[config.mk]
export PLATFORM = sky130hd
export DESIGN_NAME = gate_sweep_ctrl
export DESIGN_NICKNAME = d
export VERILOG_FILES = /design/src/rtl/gate_sweep_ctrl.sv
export SDC_FILE = /design/constraint.sdc
export NUM_CORES = 1
export LEC_CHECK = 0
export CAP_MARGIN = 20
export CORE_ASPECT_RATIO = 1.1
export CORE_MARGIN = 4
export CORE_UTILIZATION = 40
export CTS_CLUSTER_SIZE = 8
export DETAILED_ROUTE_END_ITERATION = 12
export PLACE_DENSITY = 0.66
export REMOVE_ABC_BUFFERS = 1
export SYNTH_ARGS = -nofsm -noshare
export SYNTH_HDL_FRONTEND = slang
export SYNTH_SLANG_ARGS = --single-unit
[constraint.sdc]
create_clock -name clk -period 2.4 [get_ports clk]
set_input_delay 0.36 -clock clk [delete_from_list [all_inputs] [get_ports clk]]
set_output_delay 0.36 -clock clk [all_outputs]
set_load 0.02 [all_outputs]
[src/rtl/gate_sweep_ctrl.sv]
// Sweeps a 2-input gate through all four input vectors, captures its truth table
// and compares it with a latched expected table.
module gate_sweep_ctrl #(
  parameter int unsigned SETTLE = 1
) (
  input  logic       clk,
  input  logic       rst_n,
  input  logic       i_start,
  input  logic       i_gate_y,
  input  logic [3:0] i_expected,
  output logic       o_gate_a,
  output logic       o_gate_b,
  output logic       o_busy,
  output logic       o_done,
  output logic [3:0] o_table,
  output logic       o_pass,
  output logic [2:0] o_mismatch_cnt,
  output logic [1:0] o_state
);

  typedef enum logic [1:0] {
    ST_IDLE   = 2'd0,
    ST_SETTLE = 2'd1,
    ST_SAMPLE = 2'd2,
    ST_FIN    = 2'd3
  } state_t;

  localparam logic [3:0] SETTLE_LAST = 4'(SETTLE - 1);

  state_t     r_state;
  state_t     w_state_next;
  logic [1:0] r_idx;
  logic [3:0] r_cnt;
  logic [3:0] r_exp;
  logic [3:0] r_table;
  logic       r_pass;
  logic [2:0] r_mismatch_cnt;

  logic [3:0] w_table_smp;
  logic [3:0] w_diff;
  logic [2:0] w_popcnt;

  // Table as it looks after this cycle's sample; the last sample feeds the compare directly.
  always_comb begin
    w_table_smp        = r_table;
    w_table_smp[r_idx] = i_gate_y;
    w_diff             = w_table_smp ^ r_exp;
    w_popcnt           = 3'(w_diff[0]) + 3'(w_diff[1]) + 3'(w_diff[2]) + 3'(w_diff[3]);
  end

  always_comb begin
    w_state_next = r_state;
    case (r_state)
      ST_IDLE:   if (i_start) w_state_next = ST_SETTLE;
      ST_SETTLE: if (r_cnt == SETTLE_LAST) w_state_next = ST_SAMPLE;
      ST_SAMPLE: w_state_next = (r_idx == 2'd3) ? ST_FIN : ST_SETTLE;
      ST_FIN:    w_state_next = ST_IDLE;
      default:   w_state_next = ST_IDLE;
    endcase
  end

  always_ff @(posedge clk or negedge rst_n) begin
    if (!rst_n) begin
      r_state <= ST_IDLE;
    end else begin
      r_state <= w_state_next;
    end
  end

  always_ff @(posedge clk or negedge rst_n) begin
    if (!rst_n) begin
      r_idx          <= 2'd0;
      r_cnt          <= 4'd0;
      r_exp          <= 4'd0;
      r_table        <= 4'd0;
      r_pass         <= 1'b0;
      r_mismatch_cnt <= 3'd0;
    end else begin
      case (r_state)
        ST_IDLE: begin
          if (i_start) begin
            r_exp          <= i_expected;
            r_table        <= 4'd0;
            r_pass         <= 1'b0;
            r_mismatch_cnt <= 3'd0;
            r_idx          <= 2'd0;
            r_cnt          <= 4'd0;
          end
        end
        ST_SETTLE: r_cnt <= r_cnt + 4'd1;
        ST_SAMPLE: begin
          r_table <= w_table_smp;
          if (r_idx == 2'd3) begin
            r_pass         <= (w_diff == 4'd0);
            r_mismatch_cnt <= w_popcnt;
          end else begin
            r_idx <= r_idx + 2'd1;
            r_cnt <= 4'd0;
          end
        end
        default: ;
      endcase
    end
  end

  // o_done is the single-cycle valid for o_table/o_pass/o_mismatch_cnt; there is no
  // ready, and the results stay stable afterwards until the next accepted start.
  assign o_gate_a       = r_idx[0];
  assign o_gate_b       = r_idx[1];
  assign o_busy         = (r_state != ST_IDLE);
  assign o_done         = (r_state == ST_FIN);
  assign o_table        = r_table;
  assign o_pass         = r_pass;
  assign o_mismatch_cnt = r_mismatch_cnt;
  assign o_state        = r_state;

endmodule

==> results of run 1 <==
-- cells in the final DEF (no fill, tap or decap), types with 2 or more instances in the layout --
cell             instances
clkdlybuf4s50_1         21
dfrtp_1                 19
ha_1                     3
xnor2_1                  4
a21oi_2                  3
buf_4                   21
inv_2                    2
mux2_4                   4
nand2_1                  4
nor2_1                   2
mux2_2                   3
o22ai_1                  2
o21ai_1                  4
a21o_1                   3
clkbuf_4                 3
nand4b_1                 6
nor2b_4                  2
ha_4                     5
nand2b_1                 3
xor2_2                   2
inv_1                   11
a22o_1                   9
-- sequential cells by signal, summed over array words and instances (netlist names) --
register / cells
o_state: 2
o_mismatch_cnt: 3
r_exp: 4
o_pass: 1
r_idx: 2
o_table: 4
r_cnt: 4
-- metrics by stage --
| stage | area (um^2) | setup slack, ns | setup TNS (ns) |
|---|---|---|---|
| floorplan | 1200 | -0.183 | -0.283 |
| global route | 1780 | -0.150 | -0.269 |
| CTS | 1650 | 0.00912 | 0 |
| detailed placement | 1530 | -0.181 | -0.272 |
| global placement | 1530 | -0.0956 | -0.0998 |
| finish | 1780 | -0.0505 | -0.0505 |
-- cells by family after synthesis --
logic type,synth area share
buf+inv,0.0632
compound gates,0.161
xor+xnor,0.0428
fa+ha+maj,0.108
flops,0.408
mux,0.0928
simple gates,0.124
-- worst register-to-register path, cell delays in order (launching register included) --
cell and delay, ns:
dfrtp_2 0.45, buf_6 0.13, inv_4 0.06, ha_4 0.15
nor2b_4 0.04, a21oi_2 0.18, xor2_2 0.13, fa_1 0.55
inv_1 0.05, ha_2 0.19, ha_4 0.25, nand4b_1 0.09
o21ai_1 0.10
-- worst max-delay path by stage --
stage,slack [ns],startpoint,cells past startpoint,to
finish,-0.05,r_idx[0]$_DFFE_PN0P_,12,o_mismatch_cnt[1]$_DFFE_PN0P_
global route,-0.15,r_idx[0]$_DFFE_PN0P_,12,o_mismatch_cnt[1]$_DFFE_PN0P_
CTS,0.009,r_idx[0]$_DFFE_PN0P_,12,o_mismatch_cnt[1]$_DFFE_PN0P_
detailed placement,-0.18,i_gate_y,10,o_mismatch_cnt[1]$_DFFE_PN0P_
global placement,-0.1,i_gate_y,10,o_mismatch_cnt[1]$_DFFE_PN0P_
floorplan,-0.18,r_idx[1]$_DFFE_PN0P_,10,o_mismatch_cnt[1]$_DFFE_PN0P_
-- routing by layer --
| layer | GRT usage | vias up |
|---|---|---|
| li1 | - | 467 |
| met1 | 0.223 | 494 |
| met2 | 0.262 | 26 |
| met3 | 0.0254 | 4 |
| met4 | 0.0650 | 0 |
| met5 | 0 | - |
-- power groups by stage --
| stage | Combinational, uW | Sequential, uW | Clock, uW |
|---|---|---|---|
| finish | 1560 | 553 | 173 |
| global route | 1680 | 570 | 196 |
| CTS | 1360 | 538 | 175 |
| detailed placement | 1130 | 546 | 0 |
| global placement | 1080 | 544 | 0 |
| floorplan | 641 | 627 | 0 |
-- synth_stat cells --
cell / number / area [um^2]
mux2_2: 3 / 33.8
a21oi_1: 2 / 10.0
a221oi_1: 1 / 8.76
nor2_8: 1 / 20.0
a21oi_2: 1 / 8.76
ha_1: 9 / 113
o21bai_2: 1 / 11.3
mux2_4: 4 / 60.1
o21ai_1: 4 / 20.0
o32ai_2: 1 / 16.3
nand4b_1: 6 / 52.6
inv_1: 13 / 48.8
mux2i_1: 2 / 20.0
fa_1: 1 / 20.0
a21o_1: 3 / 22.5
o21ai_2: 1 / 8.76
xnor2_1: 4 / 35.0
nand2_1: 4 / 15.0
nand2b_1: 3 / 18.8
buf_4: 2 / 15.0
inv_2: 1 / 3.75
nor2b_1: 3 / 18.8
buf_2: 2 / 10.0
a22o_1: 9 / 78.8
o22ai_1: 2 / 12.5
and2_1: 1 / 6.26
nor3_1: 1 / 5.00
or2_4: 1 / 8.76
nor2_1: 2 / 7.51
xor2_1: 2 / 17.5
dfrtp_1: 20 / 500
-- area by class of cell --
class                      instances  area [um^2]  area share
clock buffer                       3         22.5      0.0127
timing repair buffer              44          399       0.225
inverter                          14         55.1      0.0310
tap                               33         41.3      0.0233
multi-input combinational         72          756       0.426
sequential                        20          502       0.283
-- what timing repair did --
| item | 4_1_cts | 5_1_grt |
|---|---|---|
| endpoints found under the setup margin | 1 | 4 |
| setup buffers | 9 | 5 |
| gates resized for setup | 9 | 15 |
| pin swaps | 4 | 6 |
==> results.md, run 1 <==
- Buf/Inv on CP: 3
- CP most frequent cell: ha_4
- Synth unique cells: 31
- Initial drt markers: 30
- Max Transition Viols Final: 0
- H-tree levels: 1
- ANT cells: 0
- CTS Buf Count: 3
- Initial antenna violation count: 0
- Worst path slowest cell: fa_1
- Hold Buf Count CTS: 0
- PD cells: approximately 1300 mW/mm^2
- DRT met1 WL: 1440 um
- Sequential fraction of the synthesis area: 0.408
- Die footprint: 0.00402 mm^2
- Fmax: 408 MHz
- Crit. End Element: flip-flop
- # fillers: approximately 240
- Vias in the first global route: just over 1,000
- Placed Cells incl. Taps: 170
- P_leak: 0.000784 uW
- RSZ-0062 raised after global routing: true
- First-pass GRT wire length: a little under 5000 um
- Share of power burned in registers: 0.242
- Layout cell share with drive strength beyond 1: 0.366
- Clock power frac: 0.076
- Switching Fraction: 0.416
- Tightest Pin Transition: ~0.31 ns
- Clk_lat worst skew: about 0.31 ns
- Worst path required time: roughly 2.6 ns
- All-Layer GR Usage: 0.166
- Fin util: 0.622
- Period utilisation layout: 1.02
- Clock sinks: 20
- Drt total wl: ~3200 um
- Maximum vdd drop: 0.000872 V
- Final worst path period need: 2.45 ns
- Final std cells w/o fill: about 190
- Fin nets: between 150 and 200
- Crit path max fanout: 3
- Core area: roughly 0.0029 mm^2
- Post-Syn Instances: 110
- Slowest Stage Delay on Critical Path: about 0.55 ns
- Hold WS: 0.384 ns
- Final setup fails: 1
- Post-Syn Area: 0.00123 mm^2
- Hpwl dp: approximately 1900 um
- Area grow syn2layout: 44.6%
- Largest net degree at the start of global routing: 21
- Comb power frac: 0.682
- Die X-Extent: slightly above 60 um
- Hold Path Class: in2async
- Total of max-cap violations: 0
- Arr. time, crit path: ~2.7 ns
- Yosys warnings: 0
- Critical-path cell list: buf_6 > inv_4 > ha_4 > nor2b_4 > a21oi_2 > xor2_2 > fa_1 > inv_1 > ha_2 > ha_4 > nand4b_1 > o21ai_1
- Routed wire per std cell: approximately 17 um
- Maximum clock insertion buffer count: 2
- Int Power: about 1300 uW
- Final GP Congestion: ~0.73
- Metal2 WL: between 1500 and 2000 um
- Rows: 20
- Remaining Overflow, GRT: 0
- Final setup margin: -0.0505 ns
- DRC Markers: 0
- Vias: slightly below 1,000
- Final hold violations: 0
- Port bufs: 21
- R2r startpoint: r_idx[0]$_DFFE_PN0P_
- Top delay family on crit path: adder cells
- Kind of critical path: reg2reg
- ANT nets after route: 0
- Register-to-Register Path Depth: 12
- Failing checks: setup timing
- Flop-to-flop setup slack: -0.05 ns
- TritonCTS clock tree: built
- DR top layer: met4
- Skew final: around 0.0038 ns
- P_sw: approximately 950 uW
- Met3 Routed Length: between 100 and 150 um
- I/O pin count: 22
- Outcome: complete, but fails checks
- Rel. slew slack: 0.793
- Initial core utilization: 0.430
- Vias per cell: 5.33
- R2r endpoint: o_mismatch_cnt[1]$_DFFE_PN0P_
- Router iterations before antenna repair: 4
- Die Span Y: between 60 and 70 um
- Total power: between 2000 and 2500 uW
- Clock transition at path regs: roughly 0.12 ns
- Avg Inst Size Synth: 11.2 um^2
- Crit start category: flip-flop
- #FFs+latches synth: 20
- Clock Root Buffer: clkbuf_4
No activity file was read; power rests on OpenSTA's default activity.
==> run 2, diff against run 1 <==
--- a/config.mk
+++ b/config.mk
@@ -5,7 +5,7 @@
 export SDC_FILE = /design/constraint.sdc
 export NUM_CORES = 1
 export LEC_CHECK = 0
-export CAP_MARGIN = 20
+export CAP_MARGIN = 10
 export CORE_ASPECT_RATIO = 1.1
 export CORE_MARGIN = 4
 export CORE_UTILIZATION = 40
==> results of run 2 <==
Same layout as run 1: the final DEF is identical, and so are final timing and power.
